[src/rtl/line_mem_arbiter.sv]
// Two-way arbiter for the 256-bit cacheline memory port: demand (read/write) beats prefetch (read),
// with a bounded defer counter for prefetch progress and demand-read forwarding from an in-flight prefetch.
module line_mem_arbiter #(
   parameter int unsigned MAX_DEFER = 4
) (
   input  logic         clk,
   input  logic         rst,
   input  logic         dmd_read,
   input  logic         dmd_write,
   input  logic [31:0]  dmd_address,
   input  logic [255:0] dmd_wdata,
   output logic [255:0] dmd_rdata,
   output logic         dmd_resp,
   input  logic         pf_read,
   input  logic [31:0]  pf_address,
   output logic [255:0] pf_rdata,
   output logic         pf_resp,
   output logic         mem_read,
   output logic         mem_write,
   output logic [31:0]  mem_address,
   output logic [255:0] mem_wdata,
   input  logic [255:0] mem_rdata,
   input  logic         mem_resp,
   output logic         pf_forwarded,
   output logic [1:0]   dbg_state_o,
   output logic [3:0]   dbg_defer_cnt_o
);

   typedef enum logic [1:0] {
      ST_IDLE = 2'd0,
      ST_DMD  = 2'd1,
      ST_PF   = 2'd2
   } state_t;

   localparam logic [3:0] MAX_DEFER_C = MAX_DEFER[3:0];

   state_t        state_q, state_d;
   logic [3:0]    defer_q, defer_d;
   logic          mem_read_q, mem_read_d;
   logic          mem_write_q, mem_write_d;
   logic [26:0]   line_q, line_d;
   logic [255:0]  wdata_q, wdata_d;

   logic          dmd_any;
   logic          pf_forced;
   logic          grant_pf;
   logic          grant_dmd;
   logic          fwd_hit;
   logic          unused_addr_bits;

   assign unused_addr_bits = ^{dmd_address[4:0], pf_address[4:0]};

   // Requests are level-held until their resp pulse; the arbiter only looks at them in IDLE,
   // and a resp pulse exists only in a cycle where mem_resp is high for the current owner.
   assign dmd_any   = dmd_read | dmd_write;
   assign pf_forced = pf_read && (defer_q == MAX_DEFER_C);
   assign grant_pf  = (state_q == ST_IDLE) && pf_read && (pf_forced || !dmd_any);
   assign grant_dmd = (state_q == ST_IDLE) && dmd_any && !pf_forced;
   assign fwd_hit   = (state_q == ST_PF) && mem_resp && dmd_read && !dmd_write
                      && (dmd_address[31:5] == line_q);

   always_comb begin
      state_d     = state_q;
      mem_read_d  = mem_read_q;
      mem_write_d = mem_write_q;
      line_d      = line_q;
      wdata_d     = wdata_q;
      case (state_q)
         ST_IDLE: begin
            if (grant_pf) begin
               state_d     = ST_PF;
               line_d      = pf_address[31:5];
               mem_read_d  = 1'b1;
               mem_write_d = 1'b0;
            end else if (grant_dmd) begin
               // A simultaneous read+write request is treated as a write.
               state_d     = ST_DMD;
               line_d      = dmd_address[31:5];
               mem_read_d  = !dmd_write;
               mem_write_d = dmd_write;
               if (dmd_write) begin
                  wdata_d = dmd_wdata;
               end
            end
         end
         ST_DMD, ST_PF: begin
            if (mem_resp) begin
               state_d     = ST_IDLE;
               mem_read_d  = 1'b0;
               mem_write_d = 1'b0;
            end
         end
         default: begin
            state_d     = ST_IDLE;
            mem_read_d  = 1'b0;
            mem_write_d = 1'b0;
         end
      endcase
   end

   always_comb begin
      defer_d = defer_q;
      if (!pf_read || grant_pf) begin
         defer_d = 4'd0;
      end else if (grant_dmd && (defer_q != MAX_DEFER_C)) begin
         defer_d = defer_q + 4'd1;
      end
   end

   // Completion outputs follow mem_resp combinationally for the current owner only.
   always_comb begin
      dmd_resp     = 1'b0;
      pf_resp      = 1'b0;
      dmd_rdata    = '0;
      pf_rdata     = '0;
      pf_forwarded = 1'b0;
      if (!rst && mem_resp) begin
         if (state_q == ST_DMD) begin
            dmd_resp = 1'b1;
            if (mem_read_q) begin
               dmd_rdata = mem_rdata;
            end
         end else if (state_q == ST_PF) begin
            pf_resp  = 1'b1;
            pf_rdata = mem_rdata;
            if (fwd_hit) begin
               dmd_resp     = 1'b1;
               dmd_rdata    = mem_rdata;
               pf_forwarded = 1'b1;
            end
         end
      end
   end

   always_ff @(posedge clk) begin
      if (rst) begin
         state_q     <= ST_IDLE;
         defer_q     <= 4'd0;
         mem_read_q  <= 1'b0;
         mem_write_q <= 1'b0;
         line_q      <= '0;
         wdata_q     <= '0;
      end else begin
         state_q     <= state_d;
         defer_q     <= defer_d;
         mem_read_q  <= mem_read_d;
         mem_write_q <= mem_write_d;
         line_q      <= line_d;
         wdata_q     <= wdata_d;
      end
   end

   assign mem_read        = mem_read_q;
   assign mem_write       = mem_write_q;
   assign mem_address     = {line_q, 5'b0};
   assign mem_wdata       = wdata_q;
   assign dbg_state_o     = state_q;
   assign dbg_defer_cnt_o = defer_q;

endmodule

[config.mk]
export PLATFORM = sky130hd
export DESIGN_NAME = line_mem_arbiter
export DESIGN_NICKNAME = d
export VERILOG_FILES = /design/src/rtl/line_mem_arbiter.sv
export SDC_FILE = /design/constraint.sdc
export NUM_CORES = 1
export LEC_CHECK = 0
export CORE_AREA = 2 2 548 550
export CTS_BUF_LIST = sky130_fd_sc_hd__clkbuf_8
export CTS_CLUSTER_SIZE = 14
export DETAILED_ROUTE_END_ITERATION = 8
export DIE_AREA = 0 0 550 552
export RECOVER_POWER = 100
export SYNTH_ARGS = -nofsm -noshare
export SYNTH_HDL_FRONTEND = slang
export SYNTH_SLANG_ARGS = --single-unit
[constraint.sdc]
create_clock -name clk -period 2.71 [get_ports clk]
set_input_delay 0.542 -clock clk [delete_from_list [all_inputs] [get_ports clk]]
set_output_delay 0.542 -clock clk [all_outputs]
set_load 0.03 [all_outputs]
======== Word-level counts from Yosys, hierarchy flattened ========
Cells that the tools add are included.
Widths: inputs -> output; s select.
cells by class
  bitwise gates (word level) .............. 2
  shifts and indexed selects .............. 0
  add/sub/neg operators ................... 1
  magnitude comparators ................... 0
  muxes and demuxes ....................... 30
  eq/ne operators ......................... 7
  $mul .................................... 0
  reduce and logical (&&, ||, !) cells .... 25
  divide/modulo/power cells ............... 0
operators by type and width
  cell                 count
  $mux 256             8
  $mux 27              2
  $eq 27x27->1         1
  $mux 1               14
  $logic_and 1x1->1    11
  $mux 2               3
  $logic_not 1->1      5
  $add 4x1->4 const B  1
  $eq 4x3->1 const B   1
  $ne 4x3->1 const B   1
  $pmux 1 s2           2
  $pmux 2 s2           1
  $reduce_and 2->1     2
  $reduce_and 4->1     1
  $reduce_or 2->1      2
  $ne 3x3->1 const B   1
  $eq 2x1->1 const B   1
  $eq 2x2->1 const B   1
  $logic_not 2->1      1
  $logic_or 1x1->1     2
  $ne 2x2->1 const B   1
  $reduce_bool 2->1    1
  $not 1->1            1
  $or 1x1->1           1
word-level totals
  memories ................................ 0
  RAM bits ................................ 0
  latch bits .............................. 0
  word-level logic and storage cells ...... 71
  bits of input ports ..................... 582
  register bits after elaboration ......... 291
  memory bits (read-only) ................. 0

======== Longest topological paths before layout ========
Gate-level depths: netlist of the first run.
  depth in word-level cells ............... 9
  mapped depth ............................ 9
  mapped depth without buffers ............ 6

======== Least setup slack after synthesis of the first run ========
No wires, ideal clock.
  kind .................................... reg2out
  start ................................... register state_q[1] (netlist: dbg_state_o[1])
  end ..................................... output port dmd_rdata[16]
  stages on the path, launching flop included .. 9
  data arrival time ....................... 2.676 ns
  setup slack ............................. -0.508 ns
  path through ............................ dfxtp_1 -> inv_1 -> ha_1 -> and2b_1 -> buf_2 -> clkbuf_1 -> and3_1 -> nand4_1 -> o21ai_0
between the ends
  longest elaborated chain between the ends .. 9
  elaborated cells between the ends (all ways) .. 10
  classes of those cells .................. eq/ne: 2; mux: 4; reduce/logical: 4
ends and longest elaborated chain
  what                            RTL line  source
  from (decl)                     37        state_t state_q, state_d;
  from (signal assigned)          144       state_q <= state_d;
  $eq 2x2->1                      59, 123
  $logic_and 1x1->1 (3 in a row)  59        assign fwd_hit = (state_q == ST_PF) && mem_resp && dmd_read && !dmd_write
  $logic_and 1x1->1               60        && (dmd_address[31:5] == line_q);
  $mux 256                        126       if (fwd_hit) begin
  $mux 256                        123       end else if (state_q == ST_PF) begin
  $mux 256 *                      118       if (state_q == ST_DMD) begin
  $mux 256 *                      117       if (!rst && mem_resp) begin
  to (decl)                       12        output logic [255:0] dmd_rdata,
Every way passes the cells marked *; elsewhere a longest branch is shown, timed or not.

======== Worst setup path after layout of the first run ========
  start ................................... register state_q[1] (netlist: dbg_state_o[1])
  end ..................................... output port dmd_rdata[218]
Same word-level chain as after synthesis.

==> flow_metrics.tcl, run 1 <==
set metrics [dict create \
    status "finished, violations left" \
    violations "setup timing" \
    vdd_ir_drop_max_mv 0.364 \
    synth_area_um2 17600 \
    hp-class "in2reg" \
    fmax_ghz 0.282 \
    crit_top_cell "buf_12" \
    fin_skew_ps 47.9 \
    syn_area_per_cell_um2 6.77 \
    avgViaCountPerCell 3.43 \
    netlist_instances 2603 \
    critPathMaxFanout 6 \
    yosysTopAreaCellShare_pct 33.1 \
    ys_ff_latch 291 \
    antenna_found_initial 127 \
    synth_cell_types 45 \
    crit_chain "inv_4, ha_4, and2b_4, buf_12, buf_12, buf_8, and3_4, nand4_1, o21ai_2, buf_12" \
    rows 201 \
    synth_ff_type "dfxtp_1" \
    synth-async-reset-ratio_pct 0 \
    die_w_um 550 \
    clk_path_buf_depth 3 \
    ys.warnings.count 0 \
    power_per_cell_area_nw_per_um2 325 \
    globalRoute.totalOverflow 0 \
    power_frac_seq_pct 32.3 \
    route.detailed.drc 0 \
    wire_per_inst_um 27.2 \
    worstPathRequired_ps 2170 \
    post_dp_cell_area_um2 42700 \
    grt_util_all_layers_pct 14.0 \
    cts_buffers 51 \
    power_mw 15.0 \
    first_global_vias 27200 \
    synth_top_cell_by_area "dfxtp_1" \
    p_switching_mw 5.62 \
    start_kind "flip-flop" \
    initial_core_util_pct 5.91 \
    synthTopCellsByArea "dfxtp_1, nand2_1, nand4_1" \
    portBuffers 1377 \
    cp_slowest_stage_delay_ps 380 \
    max-cap-violations 0 \
    p_sw_share_pct 37.6 \
    tightest_slew_ps 1010 \
    drive_above_1_share_pct 39.4 \
    ant_nets 0 \
    cts_tree "built" \
    dr_total_vias 28600 \
    slowest_stage "dfxtp_4" \
    synth_seq_area_share_pct 33.1 \
    die_area_um2 304000 \
    io_pins 1393 \
    finalCritPeriodShare_pct 131 \
    setup_violations 578 \
    rsz0062_at_grt "yes" \
    p_leak_nw 17.7 \
    p_int_mw 9.33 \
    clkTransAtPathRegs_ps 60 \
    core_um2 298000 \
    drv_slew 0 \
    pwr-share-comb_pct 36.7 \
    gp_congestion 1.01 \
    grt_max_degree 133 \
    die_h_um 552 \
    pwr-share-clk_pct 31.0 \
    end_kind "output pin" \
    finalHoldViolCount 0 \
    slew_headroom_pct 33.3 \
    critical_path_class "reg2out" \
    fillers 33800 \
    synth_edf_count 0 \
    syn_to_final_growth_pct 161 \
    hpwlAfterDp_mm 190 \
    finish.instance_area_um2 45900 \
    clockRootBuffer "clkbuf_8" \
    ctsHtreeMaxLevel 2 \
    numClockSinks 291 \
    nNetsFinal 4886 \
    layout_min_cycle_time_ps 3550 \
    worst_slack_ps -840 \
    drt_iter0_drc 2680 \
    crit_arrival_ps 3010 \
    grt_pass1_wl_mm 281 \
    clock_latency_ps 710 \
    wl_mm 227 \
    drtPass1Iterations 6 \
]
==> repair_timing <==
| action | 4_1_cts | 5_1_grt |
|---|---|---|
| endpoints found under the setup margin | 515 | 515 |
| gates resized for setup | 182 | 138 |
| hold buffers | 0 | 0 |
| cloned | 7 | 9 |
| buffers inserted | 26 | 27 |
| pin swaps | 54 | 81 |
==> state kept, by name (all words and copies together) (netlist names) <==
| name | cells |
|---|---|
| mem_wdata | 256 |
| line_q | 27 |
| dbg_defer_cnt_o | 4 |
| dbg_state_o | 2 |
| mem_read | 1 |
| mem_write | 1 |
==> final cells by class <==
| class | instances | area (um2) | area share [%] |
|---|---|---|---|
| sequential | 291 | 5840 | 12.7 |
| timing repair buffer | 1970 | 21800 | 47.5 |
| inverter | 6 | 27.5 | 0.0599 |
| multi-input combinational | 1979 | 12100 | 26.3 |
| antenna | 57 | 143 | 0.310 |
| clock inverter | 25 | 238 | 0.517 |
| clock buffer | 63 | 867 | 1.89 |
| tap | 3958 | 4950 | 10.8 |
==> logic make-up after synthesis <==
family	after synthesis	synth area share (%)
AND/OR/NAND/NOR	1360	39.1
AO/OA/AOI/OAI	581	17.2
buffers and inverters	337	8.78
flip-flops	291	33.1
XOR/XNOR	27	1.34
adder cells (fa/ha/maj)	5	0.355
other	1	0.0213
multiplexers	1	0.0639
==> worst max-delay path, delay by kind of cell (launching register included) <==
kind | cells | cell delay, ps
adders and majority gates | 1 | 150
and+or+nand+nor | 3 | 740
DFF | 1 | 380
buffers and inverters | 5 | 670
AOI/OAI and AO/OA | 1 | 300
==> placed cells by master (no fill, tap or decap), drive strengths merged, types with 5 or more instances in the layout <==
| cell | instances |
|---|---|
| nor4 | 15 |
| dfxtp | 291 |
| inv | 21 |
| buf | 1095 |
| conb | 5 |
| nand2 | 517 |
| o21ai | 261 |
| dlygate4sd3 | 261 |
| nand3 | 257 |
| nand4 | 260 |
| a21oi | 259 |
| o22ai | 27 |
| and3 | 257 |
| nor2 | 33 |
| xor2 | 27 |
| ha | 5 |
| clkbuf | 84 |
| clkdlybuf4s50 | 592 |
| diode | 57 |
| a211oi | 27 |
==> worst paths after layout <==
kind,startpoint,end,slack [ps],cells past startpoint
worst max-delay path,dbg_state_o[1],dmd_rdata[218],-840,10
worst min-delay path,dmd_wdata[168],mem_wdata[168],370,3
worst max register to register,dbg_state_o[0],mem_wdata[135],-190,10
worst min register to register,mem_wdata[7],mem_wdata[7],450,2
==> metrics by stage <==
step	TNS [ps]	std cells	utilization (%)	setup WS [ps]	hold slack, ps
CTS	-340770	8262	15.1	-903	243
global placement	-363380	8141	14.3	-1230	442
floorplan	-50.3	2607	-	-30.1	580
finish	-282820	8349	15.4	-840	368
global route	-381150	8337	15.4	-879	314
detailed placement	-328430	8141	14.3	-1060	447
==> Yosys cell counts, types with 2 or more instances <==
cell	n
nor2b_1	2
nor4_1	12
o21ai_1	230
dfxtp_1	291
buf_2	162
nand4_1	260
and3_1	257
nand3b_1	3
a2bb2oi_1	2
nor3_1	2
nand3_1	257
buf_1	36
nand2_1	517
buf_6	3
xor2_1	27
clkbuf_1	114
a211oi_1	27
o21ai_0	30
inv_1	6
ha_1	5
nand2b_1	4
nor2_1	33
nor4_4	3
buf_4	15
a21oi_1	259
o22ai_1	27
==> power by group through the flow <==
stage | combinational [mW] | sequential (mW) | clock (mW)
final | 5.48 | 4.84 | 4.63
after global routing | 5.81 | 4.88 | 4.96
after CTS | 5.48 | 4.85 | 4.84
after detailed placement | 5.37 | 4.93 | 0
after global placement | 5.41 | 4.92 | 0
after floorplan | 1.51 | 5.59 | 0
==> layer usage <==
metal  GRT usage, %  vias up  part of all wire, %
li1               -    12900                    -
met1           14.4    13500                   35
met2           23.1     1799                   46
met3           7.85      438                   14
met4           6.46       66                  5.5
met5              0        -                 0.21
No activity file was read; power rests on OpenSTA's default activity.
==> inputs of run 2 (changes only) <==
==> constraint.sdc (replaced) <==
create_clock -name clk -period 2.71 [get_ports clk]
set_input_delay 0.542 -clock clk [delete_from_list [all_inputs] [get_ports clk]]
set_output_delay 0.542 -clock clk [all_outputs]
set_load 0.05 [all_outputs]
==> run 2 against run 1 <==
The flow still finishes with violations (setup timing). Non-clock buffer count shrank 62. Register-to-register slack gained 30 ps. Combinational power grew 7.3%. Count of clock-buffer cells in the layout shrank 4. Worst hold slack gained 29 ps. Clock power shrank 2%. Critical endpoint is now dmd_rdata[3].
==> flow_metrics.tcl, run 2 (synthesis results as in run 1) <==
set metrics [dict create \
    r2r_start "dbg_state_o[1]" \
    mostFrequentLayoutCells "clkdlybuf4s50_1, buf_12, nand2_1, buf_4, dfxtp_1" \
    fmax_ghz 0.275 \
    min_path_cells 3 \
    finalCritPeriodShare_pct 134 \
    portBuffers 1377 \
    p_leak_nw 17.6 \
    syn_to_final_growth_pct 184 \
    dpl_worst_slack_ps -751 \
    fin_cells 8268 \
    hp-class "in2reg" \
    crit_chain "inv_2, ha_4, nand4b_4, nor4_2, nand4_1, buf_12, buf_8, o21ai_4, buf_12" \
    drv_slew 0 \
    globalRoute.totalOverflow 0 \
    tightest_slew_ps 1460 \
    cts_buffers 50 \
    drive_above_1_share_pct 38.8 \
    final_common_cell "clkdlybuf4s50_1" \
    multi_input_area_um2 14400 \
    largest_register_ffs 256 \
    setup_violations 691 \
    clock_latency_ps 690 \
    seqCellArea_um2 5830 \
    crit_top_cell "buf_12" \
    avgViaCountPerCell 3.39 \
    nNetsFinal 4823 \
    rows 201 \
    power_mw 15.3 \
    drtPass1Iterations 6 \
    grt_max_degree 139 \
    slowest_stage "buf_8" \
    die_w_um 550 \
    max-cap-violations 0 \
    slew_headroom_pct 2.99 \
    drt_iter0_drc 2273 \
    clkTransAtPathRegs_ps 70 \
    power_per_cell_area_nw_per_um2 305 \
    cts_tree "built" \
    finalHoldViolCount 0 \
    crit_arrival_ps 3100 \
    worstPathRequired_ps 2170 \
    critPathMaxFanout 31 \
    setup.worst_path.end "dmd_rdata[3]" \
    clockRootBuffer "clkbuf_8" \
    rsz0062_at_grt "yes" \
    start_kind "flip-flop" \
    antenna_found_initial 99 \
    fillers 33300 \
    tns_ps -327120 \
    r2r_setup_slack_ps -160 \
    worstSetupStartpoint "dbg_state_o[0]" \
    critical_path_class "reg2out" \
    gp_congestion 0.918 \
    cp_slowest_stage_delay_ps 400 \
    numClockSinks 291 \
    hpwlAfterDp_mm 169 \
    wl_mm 200 \
    vdd_ir_drop_max_mv 0.444 \
    layout_min_cycle_time_ps 3640 \
    io_pins 1393 \
    dr_total_vias 28000 \
    wire_per_inst_um 24.2 \
    first_global_vias 27800 \
    die_area_um2 304000 \
    status "finished, violations left" \
    reg2regPathDepth 9 \
    violations "setup timing" \
    fin_skew_ps 57.8 \
    ctsHtreeMaxLevel 2 \
    route.detailed.drc 0 \
    rr_endpoint "mem_wdata[56]" \
    grt_util_all_layers_pct 12.6 \
    final_core_utilization_pct 16.8 \
    ant_nets 0 \
    core_um2 298000 \
    grt_pass1_wl_mm 261 \
    initial_core_util_pct 5.91 \
    post-place-cells 8116 \
    end_kind "output pin" \
    die_h_um 552 \
    worst_slack_ps -928 \
    clk_path_buf_depth 3 \
]
-- run 2: timing repair --
| item | CTS | global route |
|---|---|---|
| pin swaps | 83 | 15 |
| resized for setup | 66 | 16 |
| hold buffers | 0 | 0 |
| setup buffers | 13 | 1 |
| cloned | 9 | 5 |
| endpoints found under the setup margin | 517 | 518 |
-- run 2: layout make-up --
class	instances	area share, %
Tap cell	3958	9.90
Antenna cell	34	0.170
Timing Repair Buffer	1908	47.1
Inverter	6	0.0450
Multi-Input combinational cell	1979	28.9
Clock inverter	33	0.588
Sequential cell	291	11.7
Clock buffer	59	1.62
-- run 2: stage by stage --
stage	instance area [um2]	hold slack, ps
after floorplan	21800	604
after global placement	48300	441
after detailed placement	48300	447
after CTS	50100	275
after global routing	50000	333
final	50000	397
-- run 2: power by group --
part	internal [mW]	total [mW]	switching [mW]	leakage, nW
combinational	2.12	5.88	3.75	14.6
clock	2.47	4.55	2.09	0.629
sequential	4.63	4.84	0.207	2.39
total	9.22	15.3	6.05	17.6
-- run 2: routing by layer --
layer / wire length (um) / GRT usage [%] / vias to the layer above
li1: - / - / 12700
met1: 72700 / 13.5 / 13300
met2: 91900 / 20.4 / 1602
met3: 24700 / 6.12 / 351
met4: 10800 / 6.52 / 50
met5: 329 / 0 / -
-- run 2: worst min-delay path by stage --
stage / startpoint / slack, ps / end
floorplan: dbg_state_o[1] / 600 / dbg_state_o[1]
global placement: mem_wdata[238] / 440 / mem_wdata[238]
detailed placement: mem_wdata[23] / 450 / mem_wdata[23]
CTS: dmd_wdata[136] / 270 / mem_wdata[136]
global route: dmd_wdata[180] / 330 / mem_wdata[180]
finish: dmd_wdata[31] / 400 / mem_wdata[31]
-- run 2: worst max-delay path, delay by kind of cell (launching register included) --
kind / cells / cell delay, ps
buffers and inverters: 4 / 840
AO/OA/AOI/OAI: 1 / 200
AND/OR/NAND/NOR: 3 / 560
flip-flops: 1 / 330
adder cells (fa/ha/maj): 1 / 150
